$ cat src/rtl/i2c_page_sequencer.sv
// ---------------------------------------------------------------------------
// i2c_page_sequencer
//
// Drives an external I2C byte engine to perform one EEPROM page write:
// device-select byte (with START), memory address byte, then 1..16 data
// bytes taken from a 16x8 page buffer (STOP on the last one).
// A NACK in any of those phases triggers a stop-only transaction and ends
// the sequence with an error.
//
// Optional feature (macro PAGESEQ_ACKPOLL_EN): after the last data byte the
// sequencer ACK-polls the device (START + devsel-write + STOP) until it
// acknowledges, giving up after POLL_LIMIT NACKed attempts.
//
// Ports
//   clock, reset         system clock, synchronous active-high reset
//   start                one-cycle page-write request (ignored while busy)
//   chip_sel[2:0]        E2..E0 pins, placed in devsel bits 3..1
//   mem_addr[7:0]        start byte address, sampled on start
//   len[4:0]             byte count 1..16, sampled on start
//   buf_we/waddr/wdata   page buffer write port (ignored while busy)
//   eng_go               one-cycle launch of a byte-engine transaction
//   eng_start/byte_en/stop  phase selects of that transaction
//   eng_byte[7:0]        byte to transmit
//   eng_done, eng_ack    engine completion pulse and ACK flag (1 = ACK)
//   busy, done           sequence active / one-cycle completion pulse
//   err_code[1:0]        0 ok, 1 bad length, 2 NACK, 3 poll timeout
// ---------------------------------------------------------------------------
module i2c_page_sequencer #(
    parameter int POLL_LIMIT = 200
) (
    input  logic       clock,
    input  logic       reset,
    input  logic       start,
    input  logic [2:0] chip_sel,
    input  logic [7:0] mem_addr,
    input  logic [4:0] len,
    input  logic       buf_we,
    input  logic [3:0] buf_waddr,
    input  logic [7:0] buf_wdata,
    output logic       eng_go,
    output logic       eng_start,
    output logic       eng_byte_en,
    output logic       eng_stop,
    output logic [7:0] eng_byte,
    input  logic       eng_done,
    input  logic       eng_ack,
    output logic       busy,
    output logic       done,
    output logic [1:0] err_code
);

    typedef enum logic [2:0] {
        ST_IDLE,
        ST_DEVSEL,
        ST_ADDR,
        ST_DATA,
        ST_ABORT,
`ifdef PAGESEQ_ACKPOLL_EN
        ST_POLL,
`endif
        ST_FINISH
    } state_t;

    state_t     state_reg;
    logic [7:0] addr_reg;
    logic [2:0] chip_reg;
    logic [3:0] idx_reg;      // next buffer index to send, wraps 15 -> 0
    logic [4:0] remain_reg;   // data bytes not yet acknowledged
    logic       wait_reg;     // transaction launched, waiting for eng_done
    logic [7:0] rd_data_reg;  // registered buffer read of idx_reg
    logic [7:0] page_mem [16];

    logic [5:0] len_sum;
    logic       len_ok;
    logic [7:0] devsel_byte;

    assign len_sum     = {2'b00, mem_addr[3:0]} + {1'b0, len};
    assign len_ok      = (len != 5'd0) && (len_sum <= 6'd16);
    assign devsel_byte = {4'b1010, chip_reg, 1'b0};

`ifdef PAGESEQ_ACKPOLL_EN
    localparam logic [7:0] POLL_LIMIT_W = POLL_LIMIT[7:0];
    logic [7:0] poll_cnt_reg;
`else
    logic poll_limit_unused;
    assign poll_limit_unused = (POLL_LIMIT > 0);
`endif

    // Page buffer: no reset so it maps onto block RAM. The read is free
    // running on idx_reg; idx_reg advances at each data launch, so the next
    // byte is ready long before the next launch.
    always_ff @(posedge clock) begin
        if (buf_we && !busy) begin
            page_mem[buf_waddr] <= buf_wdata;
        end
        rd_data_reg <= page_mem[idx_reg];
    end

    // Each transacting state spends its first cycle launching (eng_go and
    // the eng_* fields are registered together), then waits for eng_done.
    // Fields only change at launch, so they hold steady until completion.
    always_ff @(posedge clock) begin
        if (reset) begin
            state_reg   <= ST_IDLE;
            addr_reg    <= 8'd0;
            chip_reg    <= 3'd0;
            idx_reg     <= 4'd0;
            remain_reg  <= 5'd0;
            wait_reg    <= 1'b0;
            busy        <= 1'b0;
            done        <= 1'b0;
            eng_go      <= 1'b0;
            eng_start   <= 1'b0;
            eng_byte_en <= 1'b0;
            eng_stop    <= 1'b0;
            eng_byte    <= 8'd0;
            err_code    <= 2'd0;
`ifdef PAGESEQ_ACKPOLL_EN
            poll_cnt_reg <= 8'd0;
`endif
        end else begin
            eng_go <= 1'b0;
            done   <= 1'b0;
            case (state_reg)
                ST_IDLE: begin
                    if (start) begin
                        if (!len_ok) begin
                            err_code  <= 2'd1;
                            state_reg <= ST_FINISH;
                        end else begin
                            addr_reg   <= mem_addr;
                            chip_reg   <= chip_sel;
                            idx_reg    <= mem_addr[3:0];
                            remain_reg <= len;
                            err_code   <= 2'd0;
                            busy       <= 1'b1;
                            wait_reg   <= 1'b0;
`ifdef PAGESEQ_ACKPOLL_EN
                            poll_cnt_reg <= 8'd0;
`endif
                            state_reg  <= ST_DEVSEL;
                        end
                    end
                end
                ST_DEVSEL: begin
                    if (!wait_reg) begin
                        eng_go      <= 1'b1;
                        eng_start   <= 1'b1;
                        eng_byte_en <= 1'b1;
                        eng_stop    <= 1'b0;
                        eng_byte    <= devsel_byte;
                        wait_reg    <= 1'b1;
                    end else if (eng_done) begin
                        wait_reg <= 1'b0;
                        if (!eng_ack) begin
                            err_code  <= 2'd2;
                            state_reg <= ST_ABORT;
                        end else begin
                            state_reg <= ST_ADDR;
                        end
                    end
                end
                ST_ADDR: begin
                    if (!wait_reg) begin
                        eng_go      <= 1'b1;
                        eng_start   <= 1'b0;
                        eng_byte_en <= 1'b1;
                        eng_stop    <= 1'b0;
                        eng_byte    <= addr_reg;
                        wait_reg    <= 1'b1;
                    end else if (eng_done) begin
                        wait_reg <= 1'b0;
                        if (!eng_ack) begin
                            err_code  <= 2'd2;
                            state_reg <= ST_ABORT;
                        end else begin
                            state_reg <= ST_DATA;
                        end
                    end
                end
                ST_DATA: begin
                    if (!wait_reg) begin
                        eng_go      <= 1'b1;
                        eng_start   <= 1'b0;
                        eng_byte_en <= 1'b1;
                        eng_stop    <= (remain_reg == 5'd1);
                        eng_byte    <= rd_data_reg;
                        idx_reg     <= idx_reg + 4'd1;
                        wait_reg    <= 1'b1;
                    end else if (eng_done) begin
                        wait_reg <= 1'b0;
                        if (!eng_ack) begin
                            err_code  <= 2'd2;
                            state_reg <= ST_ABORT;
                        end else if (remain_reg == 5'd1) begin
`ifdef PAGESEQ_ACKPOLL_EN
                            state_reg <= ST_POLL;
`else
                            state_reg <= ST_FINISH;
`endif
                        end else begin
                            remain_reg <= remain_reg - 5'd1;
                        end
                    end
                end
                ST_ABORT: begin
                    if (!wait_reg) begin
                        eng_go      <= 1'b1;
                        eng_start   <= 1'b0;
                        eng_byte_en <= 1'b0;
                        eng_stop    <= 1'b1;
                        eng_byte    <= 8'd0;
                        wait_reg    <= 1'b1;
                    end else if (eng_done) begin
                        wait_reg  <= 1'b0;
                        state_reg <= ST_FINISH;
                    end
                end
`ifdef PAGESEQ_ACKPOLL_EN
                ST_POLL: begin
                    if (!wait_reg) begin
                        eng_go       <= 1'b1;
                        eng_start    <= 1'b1;
                        eng_byte_en  <= 1'b1;
                        eng_stop     <= 1'b1;
                        eng_byte     <= devsel_byte;
                        poll_cnt_reg <= poll_cnt_reg + 8'd1;
                        wait_reg     <= 1'b1;
                    end else if (eng_done) begin
                        wait_reg <= 1'b0;
                        if (eng_ack) begin
                            state_reg <= ST_FINISH;
                        end else if (poll_cnt_reg >= POLL_LIMIT_W) begin
                            err_code  <= 2'd3;
                            state_reg <= ST_FINISH;
                        end
                    end
                end
`endif
                ST_FINISH: begin
                    done      <= 1'b1;
                    busy      <= 1'b0;
                    state_reg <= ST_IDLE;
                end
                default: begin
                    state_reg <= ST_IDLE;
                end
            endcase
        end
    end

endmodule

$ cat config.mk
export PLATFORM = sky130hd
export DESIGN_NAME = i2c_page_sequencer
export DESIGN_NICKNAME = d
export VERILOG_FILES = /design/src/rtl/i2c_page_sequencer.sv
export SDC_FILE = /design/constraint.sdc
export NUM_CORES = 1
export LEC_CHECK = 0
export CORE_MARGIN = 3
export CORE_UTILIZATION = 63
export DETAILED_ROUTE_END_ITERATION = 10
export PLACE_DENSITY = 0.92
export SYNTH_ARGS = -nofsm -noshare
export SYNTH_HDL_FRONTEND = slang
export SYNTH_SLANG_ARGS = --single-unit
$ cat constraint.sdc
create_clock -name clock -period 5.4 [get_ports clock]
set_input_delay 1.08 -clock clock [delete_from_list [all_inputs] [get_ports clock]]
set_output_delay 1.08 -clock clock [all_outputs]
set_load 0.02 [all_outputs]
# Word-level counts from Yosys, hierarchy flattened
# Memory sizes are Yosys's and may differ from the RTL's. A register that Yosys moved wholly into a read port is not among the register bits.
# Cells that the tools add are included.
dict set report word_totals {
  mem_bits_rw 128
  in_bits 34
  n_memories 1
  out_inout_bits 16
  word_cells 133
  regBits 40
}
dict set report classes {
  n_eq_ne 29
  n_addsub 3
  n_reduce_logical 29
  n_lt_le_gt_ge 1
  mux 55
  bitwise_logic 1
}
# memory words word_bits read_ports rd_ports_with_merged_regs write_ports line_no
set mem_list {}
lappend mem_list {page_mem 16 8 1 1 1 71} ;# logic [7:0] page_mem [16];
# operator n
set op_table {}
lappend op_table {{two-way mux 3 bit} 14}
lappend op_table {{inequality test 2 bit (second input constant)} 20}
lappend op_table {{two-way mux 8 bit} 4}
lappend op_table {{case mux 8 bit (4 select lines)} 1}
lappend op_table {{two-way mux 5 bit} 6}
lappend op_table {{case mux 3 bit (5 select lines)} 1}
lappend op_table {{AND reduction 3 bit} 5}
lappend op_table {{two-way mux 1 bit} 14}
lappend op_table {{two-way mux 4 bit} 3}
lappend op_table {{nonzero test 2 bit} 6}
lappend op_table {{case mux 5 bit (2 select lines)} 1}
lappend op_table {{AND reduction 10 bit} 1}
lappend op_table {{AND reduction 5 bit} 2}
lappend op_table {{two-way mux 2 bit} 4}
lappend op_table {{case mux 1 bit (2 select lines)} 4}
lappend op_table {{case mux 4 bit (2 select lines)} 1}
lappend op_table {{AND reduction 4 bit} 2}
lappend op_table {{AND reduction 7 bit} 1}
lappend op_table {{adder 4 x 5 -> 6 bit} 1}
lappend op_table {{== test 3 x 2 -> 1 bit (second input constant)} 2}
lappend op_table {{== test 3 bit (second input constant)} 2}
lappend op_table {{<= comparator 6 x 5 -> 1 bit (second input constant)} 1}
lappend op_table {{OR reduction 3 bit} 2}
lappend op_table {{== test 5 x 1 -> 1 bit (second input constant)} 1}
lappend op_table {{other kinds (16)} 19}

# Longest topological paths before layout
# Gate-level depths: netlist of the first run.
dict set report logic_depth {
  ltp_word 6
  mapped_depth 9
  ltp_nobuf 8
}

# Worst setup path after synthesis of the first run
# Ideal clock, no wire load.
dict set report synth_timing {
  path_kind {input -> register}
  from {input mem_addr[0]}
  to {register idx_reg[3]}
  path_buffers 0
  setup_time_ns 0.087
  arrival_time_ns 2.911
  setup_slack_ns 2.402
  stages 8
  cell_sequence {ha_1 > fa_1 > a21o_1 > a21oi_1 > xnor2_1 > a211oi_4 > or4b_1 > o31ai_1}
}
dict set report synth_between {
  elab_chain_len 5
}
# item line_no
set synth_rtl {}
lappend synth_rtl {{start, declared} 35} ;# input logic [7:0] mem_addr,
lappend synth_rtl {{adder 4 x 5 -> 6 bit} 77} ;# assign len_sum = {2'b00, mem_addr[3:0]} + {1'b0, len};
lappend synth_rtl {{<= comparator 6 x 5 -> 1 bit} 78} ;# assign len_ok = (len != 5'd0) && (len_sum <= 6'd16);
lappend synth_rtl {{logical AND 1 bit} 78}
lappend synth_rtl {{inequality test 2 bit (no source line)} n/a}
lappend synth_rtl {{AND reduction 4 bit (no source line)} n/a}
lappend synth_rtl {{end signal, assigned} 133} ;# idx_reg <= mem_addr[3:0];
lappend synth_rtl {{end signal, assigned} 188} ;# idx_reg <= idx_reg + 4'd1;
lappend synth_rtl {{end, declared} 67} ;# logic [3:0] idx_reg;
# No other way between the ends.
# A chain may end at the register's enable or synchronous reset.

# Final worst setup path of the first run
dict set report layout_timing {
  from {input len[0]}
  to {register idx_reg[1]}
}
dict set report layout_between {
  elab_chain_len 5
  elab_cells_between_ends 6
}
# item line_no
set layout_rtl {}
lappend layout_rtl {{start, declared} 36} ;# input logic [4:0] len,
lappend layout_rtl {{adder 4 x 5 -> 6 bit} 77}
lappend layout_rtl {{<= comparator 6 x 5 -> 1 bit} 78}
lappend layout_rtl {{logical AND 1 bit *} 78}
lappend layout_rtl {{inequality test 2 bit (no source line) *} n/a}
lappend layout_rtl {{AND reduction 4 bit (no source line) *} n/a}
# Mark *: on every way between the ends. The rest lies on a longest branch, timed or not.

==> metrics, run 1 <==
top sig layer met4; wire length per cell 23.5 um; setup ws final between 1500 and 2000 ps; most common cell after layout, fill and taps aside edfxtp_1; Max Cap Viol 0; DIE AREA 12700 um2; Req. time, crit path ~5700 ps; CTS root buf clkbuf_16; Reg clk slew, reported paths 60 ps; n_diodes 0; worst path arrival time around 4000 ps; layout cells sized above 1 16.1%; Final Skew between 8 and 9 ps; GPL Wtd Cong 0.828; global-route wire length before repair 25.7 mm; synth unique cells 53; Min Clock Period, post-route approximately 3700 ps; Main synth FF type edfxtp_1; RSZ-0062 raised after global routing false; CTS H-tree depth 4; EDFF count, synth 128; hold crit path type reg -> reg; crit path capture type flip-flop; worst hold margin 459 ps; status finished clean; period utilization 67.7%; PortBufs 49; power density cells 416 nW/um2; # DRC 0; Syn Nets 518; cell taking the most area after synthesis edfxtp_1; DR vias 4428; Max Freq 273 MHz; Slew headroom 15.8%; register area share after synthesis between 60% and 70%; post-route ant nets 0; sum of negative setup slack 0 ps; synthesized cell area 7200 um2; Yosys top cell area share 53.4%; post-synthesis cell count about 480; most frequent cells in the layout edfxtp_1 (128), clkdlybuf4s50_1 (49), dfxtp_1 (47); row cnt 38; # nets final 566; Design Area, Final 8350 um2; Post-DP Area 7790 um2; DRT iter0 DRCs ~450; TritonRoute pass-1 iters 5; Leakage between 0.002 and 0.003 uW; Initial Util 65.6%; I/O Pins 50; setup bufs post-CTS 0; core box area 11000 um2; DP HPWL between 10 and 15 mm; highest net fanout along the worst path 23; die span in y between 100 and 150 um; GRT overflow 0; worst slack, placed 1350 ps; Crit Path Category in -> reg; met2 WL about 8.4 mm; Tot GR Track Use 26.9%; vias in the first global route 4645; final hold vios 0; Longest Clk Path Bufs 2; Worst Tran Pin Value 1250 ps; VDD IR max 0.283 mV; pin count of the biggest net entering global routing 46; Final Slew Violations 0; hold buffers post-CTS 0; final setup fails 0; initial antenna violation count 0; final wirelength about 16 mm; number of gates resized after CTS 0; vias per cell 6.56; worst-skew pair later-pin latency 420 ps; Die Wd 113 um; Yosys reg bits 176; CTS tree done; leading post-synthesis cells by cell area edfxtp_1 (53%), dfxtp_1 (13%), mux4_2 (13%), a21oi_1 (2.2%), nand2_1 (2.0%); most flop-heavy register page_mem; WL met1 6.08 mm; startpoint types primary input; Syn Area/Cell 15.1 um2; Layout area overhead 16.0%; yosys warns 0; max reg flops 128; CTS buffer count 17; metal3 WL between 1 and 1.5 mm; Final Util 76.0%; Async S/R FF share, synth 0%; # clock sinks 176
[worst max-delay path, stage by stage]
cell and delay [ps]:
clkdlybuf4s50_1 460, ha_1 240, fa_1 420, a21o_1 180, a21oi_1 180, xnor2_1 160, a211oi_4 860, nor3_1 130
a311oi_1 270
[through the flow]
stage	instances	total power, uW
2_1_floorplan	476	2110
3_3_place_gp	645	2300
3_5_place_dp	645	2330
4_1_cts	675	3490
5_1_grt	675	3620
6_report	675	3480
[kinds of logic after synthesis]
family / synth area share [%]
AO/OA/AOI/OAI: 6.66
AND/OR/NAND/NOR: 8.95
buffers and inverters: 1.86
XOR/XNOR: 0.365
flip-flops: 66.7
multiplexers: 14.0
adder cells (fa/ha/maj): 1.49
[power by group]
part           internal [uW]  leakage (uW)  switching [uW]
registers               1550       0.00155             105
clock network            674      0.000257             480
logic                    311      0.000854             358
total                   2530       0.00266             944
[routing by layer]
metal  track usage [%]  vias to the layer above
met4              9.13                        0
met1              34.1                     2237
met5                 0                        -
met2              46.4                      210
met3              6.10                       35
li1                  -                     1946
[synthesized netlist by cell type (3+ instances only)]
library cell,instances
dfxtp_1,48
nor2_1,37
a22oi_1,3
clkbuf_1,14
ha_1,7
nand2_1,39
or3_1,3
nand3_1,9
inv_1,6
mux4_2,40
o21ai_0,13
a31oi_1,4
buf_2,7
nor2_2,3
mux2_2,3
a21oi_1,32
a211oi_1,5
nand2b_1,6
nand4b_1,3
mux2i_1,7
o31ai_1,4
edfxtp_1,128
nor3_1,16
[final timing paths]
kind                                                 from                        to  slack (ps)  cells after the start
worst max-delay path                               len[0]   idx_reg[1]$_SDFFE_PP0P_        1740                      9
worst min-delay path             addr_reg[3]$_SDFFE_PP0P_  addr_reg[3]$_SDFFE_PP0P_         460                      2
worst max register to register  state_reg[0]$_SDFFE_PP0P_   idx_reg[1]$_SDFFE_PP0P_        2610                      5
worst min register to register   addr_reg[3]$_SDFFE_PP0P_  addr_reg[3]$_SDFFE_PP0P_         460                      2
[area by class of cell]
cell class,count,area [um2]
Multi-Input combinational cell,269,2270
Clock inverter,10,116
Fill cell,636,2630
Sequential cell,176,4810
Inverter,6,22.5
Tap cell,140,175
Timing Repair Buffer,54,528
Clock buffer,20,437
No activity file was read; power rests on OpenSTA's default activity.
==> run 2, diff against run 1 <==
--- a/config.mk
+++ b/config.mk
@@ -6,9 +6,9 @@
 export NUM_CORES = 1
 export LEC_CHECK = 0
 export CORE_MARGIN = 3
-export CORE_UTILIZATION = 63
+export CORE_UTILIZATION = 53
 export DETAILED_ROUTE_END_ITERATION = 10
-export PLACE_DENSITY = 0.92
+export PLACE_DENSITY = 0.83
 export SYNTH_ARGS = -nofsm -noshare
 export SYNTH_HDL_FRONTEND = slang
 export SYNTH_SLANG_ARGS = --single-unit
==> constraint.sdc (replaced) <==
create_clock -name clock -period 3.1 [get_ports clock]
set_input_delay 0.62 -clock clock [delete_from_list [all_inputs] [get_ports clock]]
set_output_delay 0.62 -clock clock [all_outputs]
set_load 0.02 [all_outputs]
==> run 2 against run 1 <==
  * Clock power increased by 77%
  * Global-route usage decreased by 5.8 points
  * Clock skew increased by 2.3 ps
  * Routed wire length decreased by 4.9%
  * Hold slack about the same
  * Clock-buffer cell count decreased by 1
  * Sequential share of layout area decreased by 1.4 points
  * Die area increased by 18%
==> metrics, run 2 (synthesis gave the netlist of run 1 again) <==
RR Endpoint remain_reg[3]$_SDFFE_PP0P_; I/O Pins 50 (unchanged); DIE AREA 15000 um2 (+18%); hold depth 2 (unchanged); CTS tree done; period utilization 89.8%; pin count of the biggest net entering global routing 37 (-20%); TritonRoute pass-1 iters 6 (+1); Final Skew 10.6 ps (+2.29 ps); # nets final 586 (+3.5%); start point of the worst hold path err_code[1]$_SDFFE_PP0P_; VDD IR max 0.476 mV (+68%); vias per cell 6.06 (-7.6%); final hold vios 0 (unchanged); Tot GR Track Use 21.2% (-5.8 points); most common cell after layout, fill and taps aside edfxtp_1; max reg flops 128 (unchanged); CP startpoint mem_addr[0]; worst path cell trace clkdlybuf4s50_1 > ha_1 > fa_1 > a21o_1 > a21oi_1 > xnor2_1 > a211oi_4 > buf_4 > mux2i_1 > nor2_1; Min-Delay Endpoint err_code[1]$_SDFFE_PP0P_; Worst Tran Pin Value 802 ps (-450 ps); power density cells 714 nW/um2 (+72%); initial antenna violation count 0 (unchanged); worst path arrival time 3090 ps (-890 ps); DR vias 4419 (-0.20%); Req. time, crit path 3410 ps (-2320 ps); Crit Path Category in -> reg; die span in y 123 um (+8.5%); final wirelength 15.1 mm (-4.9%); CTS buffer count 17 (unchanged); worst-skew pair later-pin latency 430 ps (about the same); CTS root buf clkbuf_16; row cnt 41 (+7.9%); crit path capture type flip-flop; Die Wd 123 um (+8.5%); # DRC 0 (unchanged); global-route wire length before repair 23.8 mm (-7.5%); Max Freq 359 MHz; Final Slew Violations 0 (unchanged); hold buffers post-CTS 0 (unchanged); # clock sinks 176 (unchanged); RSZ-0062 raised after global routing false; most frequent cells in the layout edfxtp_1 (128), clkdlybuf4s50_1 (49), dfxtp_1 (47); Initial Util 55.7% (-9.9 points); multi-input logic area 2260 um2 (-0.22%); Leakage 0.00278 uW (+4.4%); DP HPWL 10.0 mm (-0.16%); setup ws final 318 ps (-1430 ps); post-route ant nets 0 (unchanged); Min Clock Period, post-route 2780 ps; DRT iter0 DRCs 481 (+5.9%); number of gates resized after CTS 0 (unchanged); n_diodes 0 (unchanged); setup bufs post-CTS 0 (unchanged); wire length per cell 20.7 um (-12%); startpoint types primary input; sequential cell area 4810 um2 (unchanged); Longest Clk Path Bufs 2 (unchanged); r2r setup slk 630 ps (-1980 ps); # fillers 880 (+38%); Slew headroom 46.4% (+31 points); vias in the first global route 4495 (-3.2%); worst slack, placed -128 ps (-1480 ps); reg2reg start state_reg[0]$_SDFFE_PP0P_; final setup fails 0 (unchanged); PortBufs 49 (unchanged); most flop-heavy register page_mem; Final Util 66.2% (-9.8 points); hold crit path type reg -> reg; core box area 12900 um2 (+18%); CP max-delay cell clkdlybuf4s50_1; Reg clk slew, reported paths 60 ps (about the same); layout cells sized above 1 19.6% (+3.5 points); FF-to-FF path depth 5 (unchanged); Worst path max stage delay 450 ps (-410 ps); highest net fanout along the worst path 12 (-48%); CTS H-tree depth 4 (unchanged); GPL Wtd Cong 0.910 (+9.9%); Layout area overhead 18.9%; status finished clean; Max Cap Viol 0 (unchanged); GRT overflow 0 (unchanged)
## run 2: layer usage
layer	global-route usage [%]	routed length (um)
met1	27.4	6130
met2	35.3	7680
met3	4.38	998
met4	8.61	279
met5	0	0
## run 2: metrics by stage
stage | hold WS [ps] | power (uW) | std cells | instance area [um2] | TNS, ps
final | 459 | 6110 | 729 | 8560 | 0
after global routing | 483 | 6350 | 729 | 8560 | 0
after floorplan | 434 | 3680 | 476 | 7200 | 0
after detailed placement | 451 | 4100 | 697 | 8000 | -707
after CTS | 460 | 6130 | 729 | 8560 | 0
after global placement | 443 | 4050 | 697 | 8000 | -47.2
## run 2: final cells by class
cell class              count  share of cell area [%]
flip-flops and latches    176                    56.2
multi-input cells         269                    26.4
repair buffers             74                    8.07
clock buffers              19                    5.06
well taps                 172                    2.51
clock inverters            13                    1.51
inverters                   6                   0.263
## run 2: how the worst max path moves through the flow
stage                                          end  slack [ps]
after floorplan            idx_reg[3]$_SDFFE_PP0P_         560
after global placement    addr_reg[1]$_SDFFE_PP0P_         -50
after detailed placement  addr_reg[1]$_SDFFE_PP0P_        -130
after CTS                 addr_reg[1]$_SDFFE_PP0P_         330
after global routing      addr_reg[1]$_SDFFE_PP0P_         180
final                     addr_reg[1]$_SDFFE_PP0P_         320
## run 2: where the power goes
part,leakage (uW),switching (uW),internal [uW]
combinational,0.000958,624,571
clock,0.000270,921,1120
sequential,0.00155,180,2690
## run 2: critical path, delay by kind of cell
kind / cells / cell delay, ps
compound gates: 3 / 720
buf+inv: 2 / 700
fa+ha+maj: 2 / 640
mux: 1 / 200
xor+xnor: 1 / 160
simple gates: 1 / 50
